File: config.mk
export PLATFORM = sky130hd
export DESIGN_NAME = tdm_mux_scanner_flat
export DESIGN_NICKNAME = d
export VERILOG_FILES = /design/src/rtl/tdm_mux_if.sv /design/src/rtl/tdm_mux_scanner.sv /design/src/flat_wrapper.sv
export SDC_FILE = /design/constraint.sdc
export NUM_CORES = 1
export LEC_CHECK = 0
export BUFFER_PORTS_ARGS = -buffer_cell sky130_fd_sc_hd__buf_2
export CORE_AREA = 4 4 48 50
export DETAILED_ROUTE_END_ITERATION = 10
export DIE_AREA = 0 0 52 54
export GPL_TIMING_DRIVEN = 0
export PLACE_DENSITY = 0.69
export REMOVE_ABC_BUFFERS = 1
export SLEW_MARGIN = 20
export SYNTH_ARGS = -nofsm -noshare
export SYNTH_HDL_FRONTEND = slang
export SYNTH_SLANG_ARGS = --single-unit
File: constraint.sdc
create_clock -name clk -period 2.51 [get_ports clk]
set_input_delay 0.502 -clock clk [delete_from_list [all_inputs] [get_ports clk]]
set_output_delay 0.502 -clock clk [all_outputs]
set_load 0.1 [all_outputs]
File: src/rtl/tdm_mux_if.sv
// Channel-select bus for tdm_mux_scanner: packed channel data and mode controls in, selected data out.
// The ch_mask signal exists only when MUX_CH_MASK_EN is defined.
interface tdm_mux_if #(
  parameter int NUM_CH = 4,
  parameter int WIDTH  = 1
);
  localparam int SEL_W = (NUM_CH > 1) ? $clog2(NUM_CH) : 1;

  logic [NUM_CH*WIDTH-1:0] din;
  logic [SEL_W-1:0]        sel;
  logic                    mode;
  logic                    hold;
`ifdef MUX_CH_MASK_EN
  logic [NUM_CH-1:0]       ch_mask;
`endif
  logic [WIDTH-1:0]        y;
  logic [SEL_W-1:0]        ch;
  logic                    ch_change;

`ifdef MUX_CH_MASK_EN
  modport master (output din, sel, mode, hold, ch_mask, input y, ch, ch_change);
  modport slave  (input din, sel, mode, hold, ch_mask, output y, ch, ch_change);
`else
  modport master (output din, sel, mode, hold, input y, ch, ch_change);
  modport slave  (input din, sel, mode, hold, output y, ch, ch_change);
`endif
endinterface

File: src/rtl/tdm_mux_scanner.sv
// NUM_CH-to-1 registered mux with manual select and round-robin auto-scan with dwell/hold.
// Define MUX_CH_MASK_EN to add the ch_mask port and skip disabled channels while scanning.
module tdm_mux_scanner #(
  parameter int NUM_CH = 4,
  parameter int WIDTH  = 1,
  parameter int DWELL  = 50
) (
  input  logic     clk,
  input  logic     reset,
  tdm_mux_if.slave bus
);
  localparam int SEL_W = (NUM_CH > 1) ? $clog2(NUM_CH) : 1;
  localparam int CNT_W = (DWELL > 1) ? $clog2(DWELL) : 1;
  localparam logic [CNT_W-1:0] DWELL_LAST = CNT_W'(DWELL - 1);

  typedef enum logic [1:0] {
    S_MAN  = 2'd0,
    S_SCAN = 2'd1,
    S_HOLD = 2'd2
  } state_t;

  state_t            state_r;
  state_t            state_s;
  logic [SEL_W-1:0]  ch_r;
  logic [SEL_W-1:0]  ch_next_s;
  logic [CNT_W-1:0]  dwell_cnt_r;
  logic [CNT_W-1:0]  cnt_base_s;
  logic [CNT_W-1:0]  cnt_next_s;
  logic [WIDTH-1:0]  y_r;
  logic              ch_change_r;
  logic [NUM_CH-1:0] mask_s;
  logic [WIDTH-1:0]  din_arr_s [NUM_CH];

  // First enabled channel after cur in increasing, wrapping order; cur itself if no other is enabled.
  function automatic logic [SEL_W-1:0] next_enabled(input logic [SEL_W-1:0] cur,
                                                    input logic [NUM_CH-1:0] mask);
    logic [SEL_W-1:0] res;
    int idx;
    res = cur;
    for (int k = NUM_CH - 1; k >= 1; k--) begin
      idx = (int'(cur) + k) % NUM_CH;
      if (mask[SEL_W'(idx)]) begin
        res = SEL_W'(idx);
      end else begin
        res = res;
      end
    end
    return res;
  endfunction

`ifdef MUX_CH_MASK_EN
  assign mask_s = bus.ch_mask;
`else
  assign mask_s = {NUM_CH{1'b1}};
`endif

  // Unpack the channel bus into an array indexed by channel number.
  always_comb begin
    for (int k = 0; k < NUM_CH; k++) begin
      din_arr_s[k] = bus.din[k*WIDTH +: WIDTH];
    end
  end

  // Decode mode/hold into the governing state and choose next channel and dwell count.
  always_comb begin
    state_s    = S_MAN;
    cnt_base_s = dwell_cnt_r;
    ch_next_s  = ch_r;
    cnt_next_s = {CNT_W{1'b0}};
    if (bus.mode == 1'b0) begin
      state_s = S_MAN;
    end else if (bus.hold == 1'b1) begin
      state_s = S_HOLD;
    end else begin
      state_s = S_SCAN;
    end
    // A scan entered from manual always begins a fresh dwell on the current channel.
    if (state_r == S_MAN) begin
      cnt_base_s = {CNT_W{1'b0}};
    end else begin
      cnt_base_s = dwell_cnt_r;
    end
    case (state_s)
      S_MAN: begin
        cnt_next_s = {CNT_W{1'b0}};
        if (int'(bus.sel) < NUM_CH) begin
          ch_next_s = bus.sel;
        end else begin
          ch_next_s = ch_r;
        end
      end
      S_SCAN: begin
        if (mask_s == {NUM_CH{1'b0}}) begin
          ch_next_s  = ch_r;
          cnt_next_s = cnt_base_s;
        end else if (cnt_base_s == DWELL_LAST) begin
          ch_next_s  = next_enabled(ch_r, mask_s);
          cnt_next_s = {CNT_W{1'b0}};
        end else begin
          ch_next_s  = ch_r;
          cnt_next_s = cnt_base_s + CNT_W'(1'b1);
        end
      end
      S_HOLD: begin
        ch_next_s  = ch_r;
        cnt_next_s = dwell_cnt_r;
      end
      default: begin
        ch_next_s  = ch_r;
        cnt_next_s = {CNT_W{1'b0}};
      end
    endcase
  end

  // Register state, channel, dwell count, selected data and change strobe.
  always_ff @(posedge clk) begin
    if (reset) begin
      state_r     <= S_MAN;
      ch_r        <= {SEL_W{1'b0}};
      dwell_cnt_r <= {CNT_W{1'b0}};
      y_r         <= {WIDTH{1'b0}};
      ch_change_r <= 1'b0;
    end else begin
      state_r     <= state_s;
      ch_r        <= ch_next_s;
      dwell_cnt_r <= cnt_next_s;
      y_r         <= din_arr_s[ch_next_s];
      ch_change_r <= (ch_next_s != ch_r);
    end
  end

  assign bus.y         = y_r;
  assign bus.ch        = ch_r;
  assign bus.ch_change = ch_change_r;
endmodule

File: src/flat_wrapper.sv
// flat-port wrapper written by rule: the top's interface ports become plain ports
module tdm_mux_scanner_flat 
#(
  parameter int NUM_CH = 4,
  parameter int WIDTH  = 1,
  parameter int DWELL  = 50
)
  (clk, reset, bus_din, bus_sel, bus_mode, bus_hold, bus_y, bus_ch, bus_ch_change);
  tdm_mux_if #(.NUM_CH(NUM_CH), .WIDTH(WIDTH)) bus_i ();
  input  logic clk;
  input  logic reset;
  input wire logic [$bits(bus_i.din)-1:0] bus_din;
  input wire logic [$bits(bus_i.sel)-1:0] bus_sel;
  input wire logic [$bits(bus_i.mode)-1:0] bus_mode;
  input wire logic [$bits(bus_i.hold)-1:0] bus_hold;
  output wire logic [$bits(bus_i.y)-1:0] bus_y;
  output wire logic [$bits(bus_i.ch)-1:0] bus_ch;
  output wire logic [$bits(bus_i.ch_change)-1:0] bus_ch_change;
  assign bus_i.din = bus_din;
  assign bus_i.sel = bus_sel;
  assign bus_i.mode = bus_mode;
  assign bus_i.hold = bus_hold;
  assign bus_y = bus_i.y;
  assign bus_ch = bus_i.ch;
  assign bus_ch_change = bus_i.ch_change;
  tdm_mux_scanner #(.NUM_CH(NUM_CH), .WIDTH(WIDTH), .DWELL(DWELL)) u_core (.clk(clk), .reset(reset), .bus(bus_i));
endmodule
==> qor.yml <==
status: "finished clean"
cts.sinks: 12
startpoint_type: "flip-flop"
report.final.slew_viol_count: 0
p_leak_nw: 0.348
dp_hpwl_um: 1110
cts-root-buf: "clkbuf_4"
synthTopCellsByCount: "dfxtp_1, nand2_1, mux2i_1"
h-tree-depth: 1
hp-class: "flip-flop to flip-flop"
nNetsFinal: 114
fmax_mhz: 447
ys_types: 33
drcViolationCount: 0
required_ps: 2720
ioPinCount: 14
critPathKind: "flip-flop to flip-flop"
initial_core_util_pct: 38.9
place.port_buffers: 13
worst_skew_pair.late_latency_ps: 280
power_mw: 0.462
tns_ps: 0
grt_pass1_wl_um: 2430
syn_area_per_cell_um2: 8.61
relSlewSlack_pct: 50.6
viasPerCell: 5.52
clockBufferDepth: 2
power_density_mw_per_mm2: 532
dpl_cell_area_um2: 832
ys_top_cells_by_area: "dfxtp_1, mux2i_1, nand2_1"
grt_pass1_vias: 581
drive_gt1_share_pct: 20.8
tritoncts.num_buffers: 3
syn_area_um2: 741
ctsHoldBuffers: 0
setup_viol: 0
synth_seq_cells: 12
cts_setup_buffers: 0
synth-edff-count: 0
synth_cells: 86
grt_setup_unrepaired: "no"
num_rows: 16
die_x_um: 52
antenna_found_initial: 0
fin_skew_ps: 3.11
grt.overflow.total: 0
vdd_drop_max_mv: 0.245
synth_top_area_share_pct: 32.4
design_area_um2: 868
multi_input_area_um2: 482
grt.total_usage_pct: 12.1
final.fill_count: 195
path_clk_slew_ps: 80
die_area_mm2: 0.00281
vias: 706
finalHoldViolations: 0
max_cap_viol_count: 0
fin_crit_ps: 2240
async_flop_share_pct: 0
gp_congestion: 0.838
cts_tree: "done"
fin_crit_sh_pct: 89.2
diodes: 0
arrival_ps: 2450
cts_resized: 0
end_kind: "flip-flop"
regArea_um2: 240
yosysTopAreaCell: "dfxtp_1"
critPathMaxFanout: 4
utilization_pct: 45.7
wirelength_um: 1480
grt_max_degree: 18
dieHeight_um: 54
synth.most_common_cell: "dfxtp_1"
worst_pin_slew_ps: 734
initialDrtViolationCount: 20
areaGrowthSynthToFinish_pct: 17.2
ys_seq_area_share_pct: 32.4
yosys_warnings: 0
firstDrtPassIters: 5
final_antenna_net_count: 0
routedWlPerCell_um: 11.6
coreArea_mm2: 0.00190
synthFlopType: "dfxtp_1"
-- state kept, by name, indices dropped and copies added, names as in the netlist --
| signal | cells |
|---|---|
| u_core.dwell_cnt_r | 6 |
| u_core.bus.ch | 2 |
| u_core.bus.ch_change | 1 |
| u_core.state_r | 2 |
| u_core.bus.y | 1 |
-- stage by stage --
step	hold WS [ps]	worst slack, ps	cells
after floorplan	439	310	84
after global placement	459	300	124
after detailed placement	467	297	124
after CTS	478	257	128
after global routing	482	105	128
final	479	271	128
-- cells by family (layout without fill, tap and decap cells) --
kind of cell,after synthesis,count (layout),share of synthesized area (%)
AND/OR/NAND/NOR,31,31,22.8
AO/OA/AOI/OAI,24,24,23.3
flip-flops,12,12,32.4
multiplexers,7,7,9.63
XOR/XNOR,5,5,5.91
buffers and inverters,5,20,2.53
adder cells (fa/ha/maj),2,2,3.38
-- final timing paths --
check,to,from,slack (ps),depth (start not counted)
max reg2reg,u_core.bus.y,u_core.state_r[1],270,8
max,u_core.bus.y,u_core.state_r[1],270,8
min,u_core.dwell_cnt_r[1],u_core.dwell_cnt_r[1],480,2
min reg2reg,u_core.dwell_cnt_r[1],u_core.dwell_cnt_r[1],480,2
-- routing by layer --
layer | GRT usage [%] | routed length, um
met1 | 14.6 | 680
met4 | 11.8 | 59
met2 | 16.9 | 651
met3 | 3.32 | 87
met5 | 0 | 0
-- report_power, final --
group | switching [mW] | total (mW) | internal [mW]
combinational | 0.0711 | 0.102 | 0.0309
clock | 0.0679 | 0.156 | 0.0883
sequential | 0.00652 | 0.204 | 0.198
total | 0.146 | 0.462 | 0.317
-- critical path: stages (launching register included) --
cell and delay, ps:
dfxtp_1 310, or2_2 330, nand2_1 100, ha_1 170, nand4b_1 150, or4_4 470
xor2_1 160, a211o_1 320, o22ai_2 160
-- layout make-up --
type / count / area share, %
Multi-Input combinational cell: 69 / 55.5
Sequential cell: 12 / 27.7
Timing Repair Buffer: 13 / 7.49
Clock buffer: 4 / 4.18
Tap cell: 27 / 3.89
Inverter: 3 / 1.30
-- layout by cell type, fill, tap and decap left out, types with 2 or more instances in the layout --
master | Yosys | final
nor3_1 | 2 | 2
clkbuf_4 | 0 | 3
mux2i_1 | 6 | 6
nor2_1 | 5 | 5
nor3b_1 | 2 | 2
o22ai_1 | 2 | 2
nand4b_1 | 2 | 2
a211oi_1 | 2 | 2
ha_1 | 2 | 2
xnor2_1 | 2 | 2
nand3_1 | 2 | 2
nand2_1 | 8 | 8
nand2b_1 | 2 | 2
o21ai_0 | 5 | 5
xor2_1 | 3 | 3
a211o_1 | 2 | 2
o31ai_1 | 3 | 3
a31oi_1 | 2 | 2
o211ai_1 | 2 | 2
nor2b_1 | 4 | 4
buf_2 | 0 | 13
dfxtp_1 | 12 | 12
inv_1 | 3 | 3
No activity file was read; power rests on OpenSTA's default activity.
